$ cat config.mk
export PLATFORM = sky130hd
export DESIGN_NAME = alu_share_arbiter
export DESIGN_NICKNAME = d
export VERILOG_FILES = /design/src/rtl/alu_share_arbiter.sv
export SDC_FILE = /design/constraint.sdc
export NUM_CORES = 1
export LEC_CHECK = 0
export CAP_MARGIN = 20
export CORE_MARGIN = 5
export CORE_UTILIZATION = 55
export CTS_BUF_LIST = sky130_fd_sc_hd__clkbuf_2 sky130_fd_sc_hd__clkbuf_4 sky130_fd_sc_hd__clkbuf_8
export DETAILED_ROUTE_END_ITERATION = 12
export DONT_BUFFER_PORTS = 1
export HOLD_SLACK_MARGIN = 0.06
export PLACE_DENSITY = 0.79
export SETUP_SLACK_MARGIN = 0.2
export SYNTH_ARGS = -nofsm -noshare
export SYNTH_HDL_FRONTEND = slang
export SYNTH_SLANG_ARGS = --single-unit
$ cat constraint.sdc
create_clock -name clk -period 1.93 [get_ports clk]
set_input_delay 0.386 -clock clk [delete_from_list [all_inputs] [get_ports clk]]
set_output_delay 0.386 -clock clk [all_outputs]
set_load 0.03 [all_outputs]
$ cat src/rtl/alu_share_arbiter.sv
// Round-robin front end that time-shares one external ALU between two requesters.
// One transaction in flight: operands are registered into the ALU and the result is registered out of it.
module alu_share_arbiter #(
  parameter int W      = 16,
  parameter int OPW    = 4,
  parameter int MAX_OP = 12
) (
  input  logic           clk,
  input  logic           rst_n,
  input  logic           req0_valid,
  output logic           req0_ready,
  input  logic [W-1:0]   req0_a,
  input  logic [W-1:0]   req0_b,
  input  logic [OPW-1:0] req0_op,
  input  logic           req1_valid,
  output logic           req1_ready,
  input  logic [W-1:0]   req1_a,
  input  logic [W-1:0]   req1_b,
  input  logic [OPW-1:0] req1_op,
  output logic           rsp0_valid,
  input  logic           rsp0_ready,
  output logic [W-1:0]   rsp0_c,
  output logic           rsp0_bcond,
  output logic           rsp0_err,
  output logic           rsp1_valid,
  input  logic           rsp1_ready,
  output logic [W-1:0]   rsp1_c,
  output logic           rsp1_bcond,
  output logic           rsp1_err,
  output logic [W-1:0]   alu_a,
  output logic [W-1:0]   alu_b,
  output logic [OPW-1:0] alu_op,
  input  logic [W-1:0]   alu_c,
  input  logic           alu_bcond
);
  typedef enum logic [1:0] {IDLE, EXEC, RESP} state_t;

  state_t         state, state_nxt;
  logic           last_gnt, cur, gnt, accept, bad_op;
  logic [W-1:0]   a_q, b_q;
  logic [OPW-1:0] op_q;

  assign bad_op = (op_q > OPW'(MAX_OP));
  assign alu_a  = a_q;
  assign alu_b  = b_q;
  // Illegal opcodes never reach the ALU; it sees a harmless ADD instead.
  assign alu_op = bad_op ? '0 : op_q;
  assign accept = req0_ready | req1_ready;

  always_comb begin
    gnt = ~last_gnt;
    if (req0_valid && !req1_valid)      gnt = 1'b0;
    else if (req1_valid && !req0_valid) gnt = 1'b1;
  end

  always_ff @(posedge clk) begin
    if (!rst_n) state <= IDLE;
    else        state <= state_nxt;
  end

  always_comb begin
    state_nxt  = state;
    req0_ready = 1'b0;
    req1_ready = 1'b0;
    rsp0_valid = 1'b0;
    rsp1_valid = 1'b0;
    case (state)
      IDLE: begin
        req0_ready = req0_valid & ~gnt;
        req1_ready = req1_valid & gnt;
        if (req0_ready || req1_ready) state_nxt = EXEC;
      end
      EXEC: state_nxt = RESP;
      RESP: begin
        rsp0_valid = ~cur;
        rsp1_valid = cur;
        if (cur ? rsp1_ready : rsp0_ready) state_nxt = IDLE;
      end
      default: state_nxt = IDLE;
    endcase
  end

  always_ff @(posedge clk) begin
    if (!rst_n) begin
      last_gnt   <= 1'b1;
      cur        <= 1'b0;
      a_q        <= '0;
      b_q        <= '0;
      op_q       <= '0;
      rsp0_c     <= '0;
      rsp0_bcond <= 1'b0;
      rsp0_err   <= 1'b0;
      rsp1_c     <= '0;
      rsp1_bcond <= 1'b0;
      rsp1_err   <= 1'b0;
    end else begin
      if (accept) begin
        a_q      <= gnt ? req1_a  : req0_a;
        b_q      <= gnt ? req1_b  : req0_b;
        op_q     <= gnt ? req1_op : req0_op;
        cur      <= gnt;
        last_gnt <= gnt;
      end
      // Result registers are per port so an idle port keeps its last answer.
      if (state == EXEC) begin
        if (!cur) begin
          rsp0_c     <= bad_op ? '0 : alu_c;
          rsp0_bcond <= bad_op ? 1'b0 : alu_bcond;
          rsp0_err   <= bad_op;
        end else begin
          rsp1_c     <= bad_op ? '0 : alu_c;
          rsp1_bcond <= bad_op ? 1'b0 : alu_bcond;
          rsp1_err   <= bad_op;
        end
      end
    end
  end
endmodule

==> summary.md <==
| Metric | Value |
|---|---|
| Net Sw Power | `1.404 mW` |
| Slowest cell on the critical path | `dfxtp_4` |
| Worst EP required | `1.54 ns` |
| Gr ovfl total | `0` |
| Least-Margin Pin Slew | `0.7699 ns` |
| Synth Flop Type | `dfxtp_1` |
| Combinational share of power | `0.185` |
| Vias | `3489` |
| Mapped Cells | `417` |
| Number of synthesized register bits | `76` |
| Seq/Total Area, Yosys | `0.3923` |
| Final Net Count | `492` |
| Area Overhead vs Synth | `8.548%` |
| Layout cells sized above 1 | `0.2114` |
| Critical path's largest stage delay | `0.39 ns` |
| Die height | `93.98 µm` |
| Die width | `93.98 µm` |
| First-pass DRT Iterations | `4` |
| First-pass GRT wire length | `18170 µm` |
| DR DRC count | `0` |
| Hold/Removal Path Class | `input port to flop` |
| Crit Path Class | `flop to primary output` |
| Share of total power in sequential cells | `0.496` |
| # rows | `30` |
| Htree depth | `3` |
| Commonest non-fill, non-tap cell in the layout | `dfxtp_1` |
| Post-synth EDFFs | `0` |
| Cells along the critical path | `or2_4 -> a211oi_4 -> buf_6` |
| TritonCTS buffer count | `9` |
| CTS clock-pin slew for the worst setup and hold paths | `0.08 ns` |
| Initial antenna violation count | `0` |
| Largest net degree at the start of global routing | `78` |
| Max Slew Vio Count | `0` |
| Core area | `6832 µm²` |
| Initial DRC Count | `183` |
| Tmin final | `1.738 ns` |
| DR vias/cell | `7.006` |
| Clk pwr share | `0.319` |
| Status | `finished, final reports clean` |
| Design area | `4210 µm²` |
| Max-cap violations | `0` |
| Fill count | `607` |
| Startpoint types | `flop` |
| Worst slack at placement | `0.1591 ns` |
| Setup-failing EPs final | `0` |
| # IOs | `171` |
| Max Buffers Root-to-Sink | `2` |
| Hold Fails Final Rpt | `0` |
| Worst Skew | `0.007298 ns` |
| Clock root cell | `clkbuf_8` |
| Peak supply drop | `0.4698 mV` |
| Crit. End Element | `primary output` |
| CP Max Fanout | `10` |
| Hold slack | `0.1718 ns` |
| Inserted Diodes | `0` |
| Area of the multi-input gates | `2072 µm²` |
| Synth Cell Area | `3879 µm²` |
| Rel. slew slack | `0.4867` |
| Yosys warns | `0` |
| Fin worst setup slack | `0.1919 ns` |
| Most frequent cells in the layout | `dfxtp_1 (73), nand2_1 (53), a21oi_1 (36), nor4b_1 (36), a2111oi_0 (30)` |
| Asr flop ratio synth | `0` |
| Int Power | `2.738 mW` |
| Vias in the first global route | `3387` |
| Total negative slack | `0 ns` |
| Syn nets | `512` |
| IO Port Bufs | `0` |
| DR WL/cell | `23.11 µm` |
| Fmax achieved | `575.3 MHz` |
| Die footprint | `8831 µm²` |
| Leakage | `1.251 nW` |
| Sw frac | `0.3390` |
| Hpwl dp | `7144 µm` |
| Placed cell area | `3835 µm²` |
| Worst-skew pair later-pin latency | `0.34 ns` |
| Tcrit/Tclk final | `0.9006` |
| All-Layer GR Usage | `0.2572` |
| Register area | `1528 µm²` |
| Total wire length | `11510 µm` |
| Final Wtd Congestion | `0.8216` |
| PD cells | `983.9 nW/µm²` |
| # clock sinks | `76` |
| Initial Util | `0.5678` |
| WP data arrival | `1.35 ns` |
| Synthesized area per cell | `9.301 µm²` |
| Yosys cell types | `33` |
| CTS tree | `built` |
| Antenna-violating nets left | `0` |
| Unrepaired setup endpoints after global routing | `yes` |
[cells by family after synthesis]
| logic type | count (synthesis) | synth area share |
|---|---|---|
| buf+inv | 63 | 0.08548 |
| mux | 2 | 0.005161 |
| flops | 76 | 0.3923 |
| simple gates | 125 | 0.1884 |
| compound gates | 151 | 0.3287 |
[final cells by class]
class                   instances  share of cell area
clock buffers                   9             0.02942
clock inverters                 7             0.02169
inverters                       5            0.005349
multi-input cells             279              0.4921
flip-flops and latches         76              0.3629
well taps                      96             0.02853
repair buffers                 26             0.06003
[cell usage after synthesis, types with 2 or more instances]
library cell  instances  area [µm²]
a21boi_0              3       22.52
clkbuf_2              4       20.02
o22ai_1              17       106.4
buf_6                 7       78.83
dfxtp_1              76        1521
and2_1                5       31.28
o211ai_1              2       15.01
nor4b_1              36       315.3
a2111oi_4             2       55.05
nand3_1              18       90.09
nand2_1              53       198.9
nor2_1                2       7.510
nand2b_1              2       12.51
o21ai_1              10       50.05
buf_2                21       105.1
o21ai_0              10       50.05
a21oi_1              36       180.2
a2111oi_0            42       367.9
inv_1                 5       18.77
mux2i_1               2       20.02
and3b_1               2       17.52
a2111oi_2            28       420.4
clkbuf_1             22       82.58
buf_4                 3       22.52
[stage by stage]
| step | total power, mW | util | instances |
|---|---|---|---|
| 2_1_floorplan | 2.682 | - | 417 |
| 3_3_place_gp | 2.742 | 0.5614 | 471 |
| 3_5_place_dp | 2.766 | 0.5614 | 471 |
| 4_1_cts | 4.146 | 0.6126 | 497 |
| 5_1_grt | 4.328 | 0.6163 | 498 |
| 6_report | 4.142 | 0.6163 | 498 |
[repair_timing]
action,4_1_cts,5_1_grt
resized for setup,12,14
gates cloned,2,0
pin swaps,3,2
hold buffers,0,0
setup endpoints to repair,19,15
setup buffers,8,1
[final timing paths]
kind | slack [ns] | endpoint | from | depth (start not counted)
min reg2reg | 0.54 | op_q[2]$_SDFFE_PN0P_ | op_q[2]$_SDFFE_PN0P_ | 2
max | 0.19 | req0_ready | state[0]$_SDFFE_PN0P_ | 3
min | 0.17 | rsp0_c[9]$_SDFFE_PN0P_ | alu_c[9] | 2
max reg2reg | 0.28 | alu_b[10]$_SDFFE_PN0P_ | state[0]$_SDFFE_PN0P_ | 5
[flip-flops by register name, summed over array words and instances (netlist names)]
signal and count:
alu_a 16, op_q 4, rsp0_c 16, alu_b 16, rsp1_c 16, rsp0_err 1
cur 1, state 2, last_gnt 1, rsp1_bcond 1, rsp0_bcond 1, rsp1_err 1
[layer usage]
layer | wire length, µm | share of wire | global-route usage
met1 | 4489 | 0.39 | 0.3323
met2 | 5545 | 0.48 | 0.4015
met3 | 1225 | 0.11 | 0.08333
met4 | 248 | 0.022 | 0.09146
met5 | 0 | 0 | 0
[worst max-delay path: cells and delay by family, from the launching register on]
kind | cells | cell delay [ns]
AOI/OAI and AO/OA | 1 | 0.18
and+or+nand+nor | 1 | 0.28
buffers and inverters | 1 | 0.16
DFF | 1 | 0.39
[power by group through the flow]
stage	Clock (mW)	Sequential [mW]	Combinational [mW]
4_1_cts	1.34	2.06	0.753
6_report	1.32	2.05	0.768
5_1_grt	1.42	2.07	0.841
3_3_place_gp	0	2.08	0.659
3_5_place_dp	0	2.09	0.678
2_1_floorplan	0	2.05	0.634
No activity file was read; power rests on OpenSTA's default activity.
